$ cat config.mk
export PLATFORM = sky130hd
export DESIGN_NAME = lamp_sequencer
export DESIGN_NICKNAME = d
export VERILOG_FILES = /design/src/rtl/lamp_sequencer.sv
export SDC_FILE = /design/constraint.sdc
export NUM_CORES = 1
export LEC_CHECK = 0
export BUFFER_PORTS_ARGS = -buffer_cell sky130_fd_sc_hd__buf_2
export CAP_MARGIN = 20
export CORE_UTILIZATION = 64
export CTS_CLUSTER_DIAMETER = 150
export CTS_CLUSTER_SIZE = 8
export DETAILED_ROUTE_END_ITERATION = 7
export HOLD_SLACK_MARGIN = 0.05
export PLACE_DENSITY = 0.81
export SYNTH_ARGS = -nofsm -noshare
export SYNTH_HDL_FRONTEND = slang
export SYNTH_SLANG_ARGS = --single-unit
$ cat constraint.sdc
create_clock -name clk -period 3.7 [get_ports clk]
set_input_delay 0.37 -clock clk [delete_from_list [all_inputs] [get_ports clk]]
set_output_delay 0.37 -clock clk [all_outputs]
set_load 0.01 [all_outputs]
$ cat src/rtl/lamp_sequencer.sv
// rtl/lamp_sequencer.sv - stairwell lamp sequencer driven by N multi-way toggle switches
//
// Purpose:
//   Synchronizes and debounces the parity of N toggle switches. Any accepted
//   parity change is a single event that drives a four-state lamp sequence:
//   steady on, blink warning, auto-off. A second event shortly after switch-on
//   latches the lamp on (HOLD) until the next event.
//
// Ports:
//   clk    - system clock, rising edge
//   rst_n  - asynchronous active-low reset
//   sw     - raw asynchronous switch levels [N_SW-1:0]
//   lamp   - registered lamp drive
//   warn   - high while in the blink-warning phase
//   state  - current sequence state: OFF=00, ON=01, WARN=10, HOLD=11

module lamp_sequencer #(
    parameter int unsigned N_SW       = 3,
    parameter int unsigned CNT_W      = 28,
    parameter int unsigned DEB        = 1_000_000,
    parameter int unsigned T_ON       = 200_000_000,
    parameter int unsigned T_WARN     = 50_000_000,
    parameter int unsigned BLINK_HALF = 5_000_000,
    parameter int unsigned T_DBL      = 30_000_000
) (
    input  logic            clk,
    input  logic            rst_n,
    input  logic [N_SW-1:0] sw,
    output logic            lamp,
    output logic            warn,
    output logic [1:0]      state
);

    localparam logic [1:0] S_OFF  = 2'b00;
    localparam logic [1:0] S_ON   = 2'b01;
    localparam logic [1:0] S_WARN = 2'b10;
    localparam logic [1:0] S_HOLD = 2'b11;

    localparam int unsigned DEB_W = $clog2(DEB + 1);

    localparam logic [DEB_W-1:0] DEB_FULL = DEB_W'(DEB);
    localparam logic [DEB_W-1:0] DEB_ONE  = DEB_W'(1);
    localparam logic [CNT_W-1:0] CNT_ZERO = '0;
    localparam logic [CNT_W-1:0] CNT_ONE  = CNT_W'(1);
    localparam logic [CNT_W-1:0] TON_LD   = CNT_W'(T_ON - 1);
    localparam logic [CNT_W-1:0] TWARN_LD = CNT_W'(T_WARN - 1);
    localparam logic [CNT_W-1:0] BLINK_LD = CNT_W'(BLINK_HALF - 1);
    localparam logic [CNT_W-1:0] DBL_LD   = CNT_W'(T_DBL - 1);

    // ------------------------------------------------------------------
    // Input path registers
    // ------------------------------------------------------------------
    logic [N_SW-1:0]  sync1_q, sync1_d;
    logic [N_SW-1:0]  sync2_q, sync2_d;
    logic             p_last_q, p_last_d;
    logic [DEB_W-1:0] deb_cnt_q, deb_cnt_d;
    logic             p_db_q, p_db_d;
    logic             loaded_q, loaded_d;
    logic             evt_q, evt_d;

    // ------------------------------------------------------------------
    // Sequencer registers
    // ------------------------------------------------------------------
    logic [1:0]       state_q, state_d;
    logic             lamp_q, lamp_d;
    logic             warn_q, warn_d;
    logic [CNT_W-1:0] tmr_q, tmr_d;
    logic [CNT_W-1:0] dbl_q, dbl_d;
    logic             dbl_armed_q, dbl_armed_d;
    logic [CNT_W-1:0] blink_q, blink_d;

    logic             p;
    logic             deb_stable;
    logic [CNT_W-1:0] tmr_dec;
    logic [CNT_W-1:0] dbl_dec;
    logic [CNT_W-1:0] blink_dec;

    // ------------------------------------------------------------------
    // Synchronizer, parity and debounce
    // ------------------------------------------------------------------
    // deb_cnt_q counts how many consecutive cycles the current parity
    // (p_last_q) has been seen, saturating at DEB. Once saturated the held
    // value is accepted; evt is registered so it is a clean one-cycle pulse.
    always_comb begin
        sync1_d    = sw;
        sync2_d    = sync1_q;
        p          = ^sync2_q;
        p_last_d   = p;
        deb_cnt_d  = deb_cnt_q;
        p_db_d     = p_db_q;
        loaded_d   = loaded_q;
        evt_d      = 1'b0;
        deb_stable = (deb_cnt_q == DEB_FULL);

        if (deb_stable) begin
            p_db_d   = p_last_q;
            loaded_d = 1'b1;
            // The very first accepted parity after reset is adopted silently
            // so the lamp never lights just because of switch positions.
            evt_d    = loaded_q && (p_last_q != p_db_q);
        end

        if (p != p_last_q) begin
            deb_cnt_d = DEB_ONE;
        end else if (!deb_stable) begin
            deb_cnt_d = deb_cnt_q + DEB_ONE;
        end
    end

    // ------------------------------------------------------------------
    // Lamp sequence
    // ------------------------------------------------------------------
    always_comb begin
        tmr_dec   = (tmr_q   == CNT_ZERO) ? CNT_ZERO : tmr_q   - CNT_ONE;
        dbl_dec   = (dbl_q   == CNT_ZERO) ? CNT_ZERO : dbl_q   - CNT_ONE;
        blink_dec = (blink_q == CNT_ZERO) ? CNT_ZERO : blink_q - CNT_ONE;

        state_d     = state_q;
        lamp_d      = lamp_q;
        tmr_d       = tmr_q;
        dbl_d       = dbl_q;
        dbl_armed_d = dbl_armed_q;
        blink_d     = blink_q;

        case (state_q)
            S_OFF: begin
                lamp_d = 1'b0;
                if (evt_q) begin
                    state_d     = S_ON;
                    lamp_d      = 1'b1;
                    tmr_d       = TON_LD;
                    dbl_d       = DBL_LD;
                    dbl_armed_d = 1'b1;
                end
            end

            S_ON: begin
                lamp_d = 1'b1;
                // The double-flip window runs independently of the on-timer
                // so a retrigger after the window cannot reopen it.
                dbl_d  = dbl_dec;
                if (dbl_q == CNT_ZERO) begin
                    dbl_armed_d = 1'b0;
                end
                if (evt_q) begin
                    if (dbl_armed_q) begin
                        state_d     = S_HOLD;
                        dbl_armed_d = 1'b0;
                        dbl_d       = CNT_ZERO;
                    end else begin
                        tmr_d = TON_LD;
                    end
                end else if (tmr_q == CNT_ZERO) begin
                    state_d = S_WARN;
                    tmr_d   = TWARN_LD;
                    blink_d = BLINK_LD;
                end else begin
                    tmr_d = tmr_dec;
                end
            end

            S_WARN: begin
                if (evt_q) begin
                    // Rescue flip: back to steady on, never into HOLD.
                    state_d     = S_ON;
                    lamp_d      = 1'b1;
                    tmr_d       = TON_LD;
                    dbl_d       = CNT_ZERO;
                    dbl_armed_d = 1'b0;
                end else if (tmr_q == CNT_ZERO) begin
                    state_d = S_OFF;
                    lamp_d  = 1'b0;
                end else begin
                    tmr_d = tmr_dec;
                    if (blink_q == CNT_ZERO) begin
                        lamp_d  = ~lamp_q;
                        blink_d = BLINK_LD;
                    end else begin
                        blink_d = blink_dec;
                    end
                end
            end

            S_HOLD: begin
                lamp_d = 1'b1;
                if (evt_q) begin
                    state_d = S_OFF;
                    lamp_d  = 1'b0;
                end
            end

            default: begin
                state_d = S_OFF;
                lamp_d  = 1'b0;
            end
        endcase

        warn_d = (state_d == S_WARN);
    end

    // ------------------------------------------------------------------
    // Registers
    // ------------------------------------------------------------------
    always_ff @(posedge clk or negedge rst_n) begin
        if (!rst_n) begin
            sync1_q     <= '0;
            sync2_q     <= '0;
            p_last_q    <= 1'b0;
            deb_cnt_q   <= '0;
            p_db_q      <= 1'b0;
            loaded_q    <= 1'b0;
            evt_q       <= 1'b0;
            state_q     <= S_OFF;
            lamp_q      <= 1'b0;
            warn_q      <= 1'b0;
            tmr_q       <= '0;
            dbl_q       <= '0;
            dbl_armed_q <= 1'b0;
            blink_q     <= '0;
        end else begin
            sync1_q     <= sync1_d;
            sync2_q     <= sync2_d;
            p_last_q    <= p_last_d;
            deb_cnt_q   <= deb_cnt_d;
            p_db_q      <= p_db_d;
            loaded_q    <= loaded_d;
            evt_q       <= evt_d;
            state_q     <= state_d;
            lamp_q      <= lamp_d;
            warn_q      <= warn_d;
            tmr_q       <= tmr_d;
            dbl_q       <= dbl_d;
            dbl_armed_q <= dbl_armed_d;
            blink_q     <= blink_d;
        end
    end

    assign lamp  = lamp_q;
    assign warn  = warn_q;
    assign state = state_q;

endmodule

==> impl_metrics.tcl, run 1 <==
set metrics [dict create \
    maximum_capacitance_violations 0 \
    fp-row-count 37 \
    critical_path_arrival_ns 3.59 \
    cts_setup_buffers 0 \
    via_count_of_the_first_global_routing_pass 5922 \
    ys.flop_type "sky130_fd_sc_hd__dfrtp_1" \
    initial_utilization_pct 65.5 \
    p_per_area_nw_per_um2 426 \
    final.min_clock_period_ns 3.19 \
    synth_edf_count 0 \
    clk-insertion-delay-late_ns 0.54 \
    async_reset_ff_share_pct 100 \
    tritoncts "built" \
    die_height_um 104 \
    timing.fmax_mhz 313 \
    antenna-diode-count 0 \
    critPathLaunchType "flip-flop" \
    timing.rr.start "tmr_q[8]$_DFFE_PN0P_" \
    route.detailed.vias_per_inst 6.50 \
    first_pass_iters 5 \
    drive_gt1_share_pct 10.5 \
    htree_levels 4 \
    hold_viol 0 \
    worstPathMaxFanout 9 \
    critPathCaptureType "flip-flop" \
    synth_cell_types 61 \
    synth.top_cell.area_share_pct 44.4 \
    leakage_nw 3.60 \
    port_buffers 8 \
    p_clk_share_pct 55.0 \
    switching_share_pct 22.2 \
    chipWidth_um 104 \
    post-route-drc-count 0 \
    clk_root_buffer_cell "sky130_fd_sc_hd__clkbuf_8" \
    p_switching_w 0.000720 \
    cts.reportedPaths.clkPinSlew_ns 0.06 \
    worstSetupStartpoint "tmr_q[8]$_DFFE_PN0P_" \
    syn2layout_area_growth_pct 13.9 \
    grt_first_pass_wirelength_um 27700 \
    power.ir.vdd_worst_uv 435 \
    num-nets-final 793 \
    layout.cells.most_common_list "119 x sky130_fd_sc_hd__dfrtp_1, 85 x sky130_fd_sc_hd__nor2_1, 52 x sky130_fd_sc_hd__nand2_1" \
    io-pin-count 9 \
    clockBufferDepth 2 \
    netlist_area_um2 6710 \
    number_of_instances_in_the_synthesized_netlist 760 \
    cts-buffers-inserted 17 \
    totalPowerFinal_w 0.00325 \
    drtAntennaViolNets 0 \
    drt-wirelength-per-cell_um 17.8 \
    vias 6004 \
    worst_r2r_endpoint "blink_q[6]$_DFFE_PN0P_" \
    path_class "flip-flop to flip-flop" \
    final_common_cell "sky130_fd_sc_hd__dfrtp_1" \
    timing.slew.headroom_pct 31.5 \
    finalSetupTns_ns 0 \
    syn_nets 778 \
    postCtsResizedCells 0 \
    1st_iter_drt_viols 483 \
    grtUsageTotal_pct 32.2 \
    power.sequential.fraction_pct 41.3 \
    seq_area_frac_synth_pct 44.4 \
    gr-total-overflow 0 \
    power_report.internal_total_w 0.00253 \
    post-dp-hpwl_um 10500 \
    ys_ff_latch 119 \
    antenna_found_initial 0 \
    syn_avg_cell_area_um2 8.82 \
    gp_congestion 0.877 \
    clock-skew-final_ns 0.0129 \
    run_status "completed" \
    grt_max_degree 86 \
    crit_path_end "blink_q[6]$_DFFE_PN0P_" \
    yosys_warnings 0 \
    synth_largest_area_cell "sky130_fd_sc_hd__dfrtp_1" \
    dieArea_um2 10900 \
    timing.reg2reg.setup_slack_ns 0.51 \
    layout_worst_path_cycle_share_pct 86.2 \
    setup_viol 0 \
    placeableCoreArea_um2 10200 \
    route.final.wire_length_um 16500 \
    synth.top_cells.by_area "sky130_fd_sc_hd__dfrtp_1 44%, sky130_fd_sc_hd__nor2_1 4.8%, sky130_fd_sc_hd__a21oi_1 3.8%" \
    setup_repair_after_global_routing_missed_its_margin "false" \
    tightest_slew_ns 1.02 \
    ff2ff_path_depth 6 \
    cp.required_ns 4.10 \
    power_frac_comb_pct 3.7 \
    min-delay-path-class "input pin to asynchronous set/reset pin" \
    cts_sinks 119 \
    final_max_slew_viol_count 0 \
]
## registers in the layout (all words and copies together), names as in the netlist
name,count
blink_q,28
dbl_armed_q,1
dbl_q,28
deb_cnt_q,20
evt_q,1
lamp,1
loaded_q,1
p_db_q,1
p_last_q,1
state,2
sync1_q,3
sync2_q,3
tmr_q,28
warn,1
## critical path, stage by stage, from the launching register on
cell	delay [ns]
sky130_fd_sc_hd__dfrtp_1	0.42
sky130_fd_sc_hd__or4_1	0.71
sky130_fd_sc_hd__nor3_1	0.51
sky130_fd_sc_hd__nand4_1	0.54
sky130_fd_sc_hd__a311oi_1	0.59
sky130_fd_sc_hd__xnor2_1	0.20
sky130_fd_sc_hd__nor2_1	0.07
## repair_timing
item                                   in CTS  in global routing
setup endpoints to repair                   0                  0
hold buffers                                3                  1
endpoints found under the hold margin       3                 70
## power groups by stage
stage,sequential (W),clock (W),combinational (W)
3_5_place_dp,0.00136,0,0.000115
3_3_place_gp,0.00136,0,0.000110
5_1_grt,0.00135,0.00186,0.000136
4_1_cts,0.00134,0.00181,0.000118
2_1_floorplan,0.00136,0,0.0000671
6_report,0.00134,0.00179,0.000121
## area by class of cell
class	count	area, um2
Fill cell	736	2590
Multi-Input combinational cell	578	3490
Timing Repair Buffer	32	253
Sequential cell	119	2980
Clock inverter	15	226
Clock buffer	17	414
Tap cell	136	170
Inverter	27	101
## per-stage QoR
step	area [um2]	hold WS, ns	std cells	setup slack (ns)	util (%)
after floorplan	6710	0.0744	760	0.873	-
after global placement	6930	0.333	887	0.708	67.7
after detailed placement	6930	0.336	887	0.582	67.7
after CTS	7600	0.0624	922	0.573	74.3
after global routing	7640	0.218	924	0.278	74.6
final	7640	0.218	924	0.510	74.6
## how the worst min path moves through the flow
stage	from	to	slack [ns]
final	rst_n	blink_q[18]$_DFFE_PN0P_	0.22
after global placement	sync1_q[2]$_DFF_PN0_	sync2_q[2]$_DFF_PN0_	0.33
after floorplan	rst_n	blink_q[0]$_DFFE_PN0P_	0.07
after detailed placement	sync1_q[0]$_DFF_PN0_	sync2_q[0]$_DFF_PN0_	0.34
after global routing	rst_n	blink_q[18]$_DFFE_PN0P_	0.22
after CTS	rst_n	blink_q[18]$_DFFE_PN0P_	0.06
## synthesized netlist by cell type (all sizes together), types with 3 or more instances
cell type  count
nand2b         5
clkbuf        28
o31ai         18
nand4          8
a311oi         9
a21o           5
nand2         52
o21ai         46
a22oi          4
and3           7
nand3b         3
xnor2         27
nand3         31
nor2b          6
o21a           3
nor4          19
xor2          17
inv           27
or3           26
ha            13
and4           3
nor4b          3
a21oi         51
nor3          38
a31oi         21
and2           6
or4           14
nor2          86
buf            8
nor4bb         3
nor3b          4
a211oi         3
o22a           3
dfrtp        119
or2           11
o32a           3
mux2i          3
o22ai          6
## per-layer routing
| layer | part of all wire, % | global-route usage, % | vias up |
|---|---|---|---|
| met1 | 41 | 38.6 | 2914 |
| met2 | 50 | 54.4 | 234 |
| met3 | 6.4 | 7.71 | 50 |
| met4 | 2.6 | 15.4 | 0 |
| met5 | 0 | 0 | - |
| li1 | - | - | 2806 |
## cells by family after synthesis
logic type               after synthesis  share of synthesized area (%)
XOR/XNOR                              44                           5.75
AND/OR/NAND/NOR                      329                           25.5
adder cells (fa/ha/maj)               13                           2.43
flip-flops                           119                           44.4
buffers and inverters                 63                           3.58
AO/OA/AOI/OAI                        187                           17.5
multiplexers                           5                          0.784
Note: power is estimated with default switching activity, not from simulation.
==> run 2, diff against run 1 <==
--- a/config.mk
+++ b/config.mk
@@ -9,7 +9,7 @@
 export CAP_MARGIN = 20
 export CORE_UTILIZATION = 64
 export CTS_CLUSTER_DIAMETER = 150
-export CTS_CLUSTER_SIZE = 8
+export CTS_CLUSTER_SIZE = 16
 export DETAILED_ROUTE_END_ITERATION = 7
 export HOLD_SLACK_MARGIN = 0.05
 export PLACE_DENSITY = 0.81
==> constraint.sdc (replaced) <==
create_clock -name clk -period 3.6 [get_ports clk]
set_input_delay 0.36 -clock clk [delete_from_list [all_inputs] [get_ports clk]]
set_output_delay 0.36 -clock clk [all_outputs]
set_load 0.01 [all_outputs]
==> impl_metrics.tcl, run 2 (synthesis gave the netlist of run 1 again) <==
set metrics [dict create \
    final_common_cell "sky130_fd_sc_hd__dfrtp_1" \
    route.final.wire_length_um 16100 \
    grt_max_degree 61 \
    cts_hold_repair.buffers 4 \
    clockBufferDepth 2 \
    post-route-drc-count 0 \
    drt-wirelength-per-cell_um 17.4 \
    timing.reg2reg.setup_slack_ns 0.31 \
    antenna_found_initial 0 \
    globalRouteMet2Util_pct 50.1 \
    clk_root_buffer_cell "sky130_fd_sc_hd__clkbuf_8" \
    drive_gt1_share_pct 10.5 \
    hold-path-cell-count 0 \
    placeableCoreArea_um2 10200 \
    htree_levels 4 \
    dieArea_um2 10900 \
    cts_sinks 119 \
    drtAntennaViolNets 0 \
    via_count_of_the_first_global_routing_pass 5903 \
    first_pass_iters 5 \
    placed_area_um2 6950 \
    postCtsResizedCells 0 \
    port_buffers 8 \
    final.min_clock_period_ns 3.29 \
    min-delay-path-class "flip-flop to flip-flop" \
    critPathCaptureType "flip-flop" \
    layout_worst_path_cycle_share_pct 91.3 \
    n_fill_cell 753 \
    finish.instance_area_um2 7590 \
    p_per_area_nw_per_um2 423 \
    run_status "completed" \
    initial_utilization_pct 65.5 \
    num-nets-final 795 \
    post-dp-hpwl_um 10600 \
    finalSetupTns_ns 0 \
    tritoncts "built" \
    1st_iter_drt_viols 426 \
    syn2layout_area_growth_pct 13.2 \
    timing.rr.start "tmr_q[8]$_DFFE_PN0P_" \
    fp-row-count 37 \
    hp-start "sync1_q[1]$_DFF_PN0_" \
    worstPathMaxFanout 14 \
    route.detailed.vias_per_inst 6.43 \
    reg_top3 "blink_q (28), dbl_q (28), tmr_q (28)" \
    hold-worst-slack_ns 0.349 \
    pre_cts_ws_ns 0.365 \
    dp_cells 890 \
    worstSetupStartpoint "tmr_q[8]$_DFFE_PN0P_" \
    cts.reportedPaths.clkPinSlew_ns 0.06 \
    post_layout_nonfiller_instances 926 \
    critPathLaunchType "flip-flop" \
    timing.slew.headroom_pct 33.9 \
    die_height_um 104 \
    vias 5950 \
    clock-skew-final_ns 0.0121 \
    tightest_slew_ns 0.982 \
    gp_congestion 0.926 \
    leakage_nw 3.58 \
    setup_repair_after_global_routing_missed_its_margin "false" \
    io-pin-count 9 \
    layout.cells.most_common_list "119 x sky130_fd_sc_hd__dfrtp_1, 85 x sky130_fd_sc_hd__nor2_1, 52 x sky130_fd_sc_hd__nand2_1" \
    grtUsageTotal_pct 31.8 \
    cts-buffers-inserted 17 \
    cp.required_ns 4.04 \
    setup_viol 0 \
    final_max_slew_viol_count 0 \
    grt.busiest_layer "met2" \
    holdPathEnd "sync2_q[1]$_DFF_PN0_" \
    grt_util_met1_pct 40.8 \
    chipWidth_um 104 \
    ff2ff_path_depth 6 \
    clk-insertion-delay-late_ns 0.55 \
    cts_setup_buffers 0 \
    smallest_setup_slack_after_layout_ns 0.312 \
    gr-total-overflow 0 \
    maximum_capacitance_violations 0 \
    grt_use_met3_pct 7.58 \
    antenna-diode-count 0 \
    power.ir.vdd_worst_uv 378 \
    path_class "flip-flop to flip-flop" \
    worst_r2r_endpoint "tmr_q[8]$_DFFE_PN0P_" \
    timing.fmax_mhz 304 \
    critical_path_arrival_ns 3.72 \
    grt_first_pass_wirelength_um 27500 \
    hold_viol 0 \
]
[run 2: cell types whose count changed in the layout (fill, tap and decap cells not counted), sizes merged]
cell	delta
clkbuf	+4
buf	+2
bufinv	-2
clkinv	-2
clkinvlp	+1
inv	-1
[run 2: where the power goes]
part | internal (W) | switching, W
registers | 0.00136 | 0.0000215
clock network | 0.00109 | 0.000620
logic | 0.0000431 | 0.0000791
[run 2: metrics by stage]
stage               utilization [%]  total power (W)
floorplan                         -          0.00147
detailed placement             67.9          0.00152
finish                         74.2          0.00321
CTS                            74.2          0.00323
global route                   74.2          0.00330
global placement               67.9          0.00151
[run 2: critical path: stages, from the launching register on]
cell,delay [ns]
sky130_fd_sc_hd__dfrtp_1,0.43
sky130_fd_sc_hd__or4_1,0.71
sky130_fd_sc_hd__or4_4,0.61
sky130_fd_sc_hd__or3_4,0.44
sky130_fd_sc_hd__o31a_1,0.43
sky130_fd_sc_hd__and2_4,0.26
sky130_fd_sc_hd__a311oi_1,0.29
[run 2: worst max-delay path by stage]
stage                                 end  slack (ns)  depth (start not counted)
global placement    tmr_q[16]$_DFFE_PN0P_        0.49                          6
finish               tmr_q[8]$_DFFE_PN0P_        0.31                          6
CTS                  tmr_q[8]$_DFFE_PN0P_        0.32                          6
floorplan           tmr_q[24]$_DFFE_PN0P_        0.77                         10
global route         tmr_q[8]$_DFFE_PN0P_        0.16                          6
detailed placement  tmr_q[27]$_DFFE_PN0P_        0.36                          6
[run 2: metal layers]
metal / vias up / share of wire [%]
met2: 228 / 48
met5: - / 0
li1: 2810 / -
met3: 41 / 6.3
met1: 2871 / 43
met4: 0 / 2.5
[run 2: area by class of cell]
cell class | instances | area (um2) | area share [%]
clock buffers | 21 | 449 | 5.92
clock inverters | 11 | 148 | 1.95
inverters | 27 | 101 | 1.34
multi-input cells | 578 | 3490 | 46.1
flip-flops and latches | 119 | 2980 | 39.2
well taps | 136 | 170 | 2.24
repair buffers | 34 | 248 | 3.26
==> run 3, diff against run 2 <==
--- a/config.mk
+++ b/config.mk
@@ -7,12 +7,13 @@
 export LEC_CHECK = 0
 export BUFFER_PORTS_ARGS = -buffer_cell sky130_fd_sc_hd__buf_2
 export CAP_MARGIN = 20
-export CORE_UTILIZATION = 64
+export CORE_UTILIZATION = 65
+export CTS_BUF_LIST = sky130_fd_sc_hd__clkbuf_4 sky130_fd_sc_hd__clkbuf_8
 export CTS_CLUSTER_DIAMETER = 150
 export CTS_CLUSTER_SIZE = 16
 export DETAILED_ROUTE_END_ITERATION = 7
 export HOLD_SLACK_MARGIN = 0.05
-export PLACE_DENSITY = 0.81
+export PLACE_DENSITY = 0.82
 export SYNTH_ARGS = -nofsm -noshare
 export SYNTH_HDL_FRONTEND = slang
 export SYNTH_SLANG_ARGS = --single-unit
==> impl_metrics.tcl, run 3 (synthesis gave the netlist of run 1 again) <==
set metrics [dict create \
    postCtsResizedCells 0 \
    die_height_um 104 \
    cts-buffers-inserted 17 \
    grt_max_degree 67 \
    port_buffers 8 \
    run_status "completed" \
    drive_gt1_share_pct 10.9 \
    area.sequential_um2 2980 \
    timing.fmax_mhz 309 \
    vias 6041 \
    drtAntennaViolNets 0 \
    grtUsageTotal_pct 30.7 \
    finish.instance_area_um2 7400 \
    reg_top3 "blink_q (28), dbl_q (28), tmr_q (28)" \
    min-delay-path-class "flip-flop to flip-flop" \
    hold-path-cell-count 0 \
    post-route-drc-count 0 \
    cpLargestDelayFamily "simple AND/OR/NAND/NOR gates" \
    count_of_buffer_and_inverter_cells_on_the_critical_path 0 \
    grt_first_pass_wirelength_um 26600 \
    layout.core_utilization_pct 75.0 \
    timing.reg2reg.setup_slack_ns 0.36 \
    io-pin-count 9 \
    antenna-diode-count 0 \
    multi_input_area_um2 3490 \
    critPathLaunchType "flip-flop" \
    clk_root_buffer_cell "sky130_fd_sc_hd__clkbuf_8" \
    worst_stage_delay_on_the_critical_path_ns 0.72 \
    syn2layout_area_growth_pct 10.3 \
    hold_viol 0 \
    clockBufferDepth 2 \
    final_common_cell "sky130_fd_sc_hd__dfrtp_1" \
    clock-skew-final_ns 0.0128 \
    totalPowerFinal_w 0.00271 \
    first_pass_iters 8 \
    gp_congestion 0.922 \
    route.detailed.vias_per_inst 6.54 \
    route.final.wire_length_um 15900 \
    placeableCoreArea_um2 9860 \
    critPathCaptureType "flip-flop" \
    placed_area_um2 6960 \
    critical_path_arrival_ns 3.54 \
    setup_repair_after_global_routing_missed_its_margin "false" \
    maximum_capacitance_violations 0 \
    layout_worst_path_cycle_share_pct 89.9 \
    gr-total-overflow 0 \
    timing.rr.start "tmr_q[8]$_DFFE_PN0P_" \
    cp.required_ns 3.91 \
    tritoncts "built" \
    chipWidth_um 104 \
    via_count_of_the_first_global_routing_pass 5896 \
    critical_path.slowest_cell "sky130_fd_sc_hd__or4_1" \
    power.ir.vdd_worst_uv 373 \
    dieArea_um2 10700 \
    p_per_area_nw_per_um2 366 \
    final.min_clock_period_ns 3.24 \
    drt-wirelength-per-cell_um 17.2 \
    ff2ff_path_depth 6 \
    post-dp-hpwl_um 10800 \
    cts.reportedPaths.clkPinSlew_ns 0.07 \
    initial_utilization_pct 68.0 \
    worst_r2r_endpoint "blink_q[6]$_DFFE_PN0P_" \
    1st_iter_drt_viols 364 \
    antenna_found_initial 0 \
    layout.cells.most_common_list "119 x sky130_fd_sc_hd__dfrtp_1, 85 x sky130_fd_sc_hd__nor2_1, 52 x sky130_fd_sc_hd__nand2_1" \
    htree_levels 4 \
    setup_viol 0 \
    fp-row-count 36 \
    final_max_slew_viol_count 0 \
    cts_sinks 119 \
    worstPathMaxFanout 14 \
    num-nets-final 796 \
    n_fill_cell 702 \
    finalSetupTns_ns 0 \
    tightest_slew_ns 1.08 \
    leakage_nw 3.49 \
    holdPathEnd "sync2_q[1]$_DFF_PN0_" \
    timing.slew.headroom_pct 27.0 \
    hp-start "sync1_q[1]$_DFF_PN0_" \
    clk-insertion-delay-late_ns 0.45 \
    path_class "flip-flop to flip-flop" \
    crit_chain "or4_1 > or4_4 > nor4_2 > a22oi_1 > nand2_1 > nor2_1" \
]
-- run 3: changes by cell type in the layout (fill, tap and decap cells not counted), sizes merged --
cell,previous run,this run
buf,30,31
bufinv,3,2
clkbuf,21,20
clkinv,3,6
inv,28,27
-- run 3: area by class of cell --
class | count | share of cell area [%]
tap | 133 | 2.25
inverter | 27 | 1.37
sequential | 119 | 40.3
clock inverter | 12 | 1.73
multi-input combinational | 578 | 47.3
timing repair buffer | 35 | 3.50
clock buffer | 20 | 3.64
-- run 3: worst max path at each step --
stage / end / cells after the start / startpoint / slack [ns]
6_report: blink_q[6]$_DFFE_PN0P_ / 6 / tmr_q[8]$_DFFE_PN0P_ / 0.36
5_1_grt: blink_q[6]$_DFFE_PN0P_ / 6 / tmr_q[8]$_DFFE_PN0P_ / 0.27
4_1_cts: blink_q[6]$_DFFE_PN0P_ / 6 / tmr_q[8]$_DFFE_PN0P_ / 0.43
3_5_place_dp: blink_q[6]$_DFFE_PN0P_ / 6 / tmr_q[8]$_DFFE_PN0P_ / 0.45
3_3_place_gp: blink_q[10]$_DFFE_PN0P_ / 6 / tmr_q[8]$_DFFE_PN0P_ / 0.63
2_1_floorplan: tmr_q[24]$_DFFE_PN0P_ / 10 / tmr_q[0]$_DFFE_PN0P_ / 0.77
-- run 3: power by group --
group	switching [W]	leakage [nW]	internal, W	total [W]
Combinational	0.0000786	1.66	0.0000424	0.000121
Sequential	0.0000219	1.64	0.00136	0.00138
Clock	0.000553	0.194	0.000654	0.00121
-- run 3: per-stage QoR --
stage	setup slack (ns)	cells	hold slack [ns]
global route	0.269	924	0.361
floorplan	0.773	760	0.0644
global placement	0.630	887	0.332
detailed placement	0.445	888	0.343
finish	0.363	924	0.354
CTS	0.426	924	0.359
-- run 3: worst register-to-register path, stage by stage, from the launching register on --
cell                      delay [ns]
sky130_fd_sc_hd__dfrtp_1        0.44
sky130_fd_sc_hd__or4_1          0.72
sky130_fd_sc_hd__or4_4          0.61
sky130_fd_sc_hd__nor4_2         0.52
sky130_fd_sc_hd__a22oi_1        0.25
sky130_fd_sc_hd__nand2_1        0.45
sky130_fd_sc_hd__nor2_1         0.11
-- run 3: timing repair --
action | in CTS | in global routing
hold endpoints to repair | 67 | 0
hold buffers | 4 | 0
setup buffers | 0 | 0
-- run 3: metal layers --
layer	vias to the layer above	wire length (um)	track usage (%)
met5	-	0	0
met4	0	358	13.5
met3	52	1050	7.49
met2	272	7750	51.2
met1	2911	6710	38.0
li1	2806	-	-
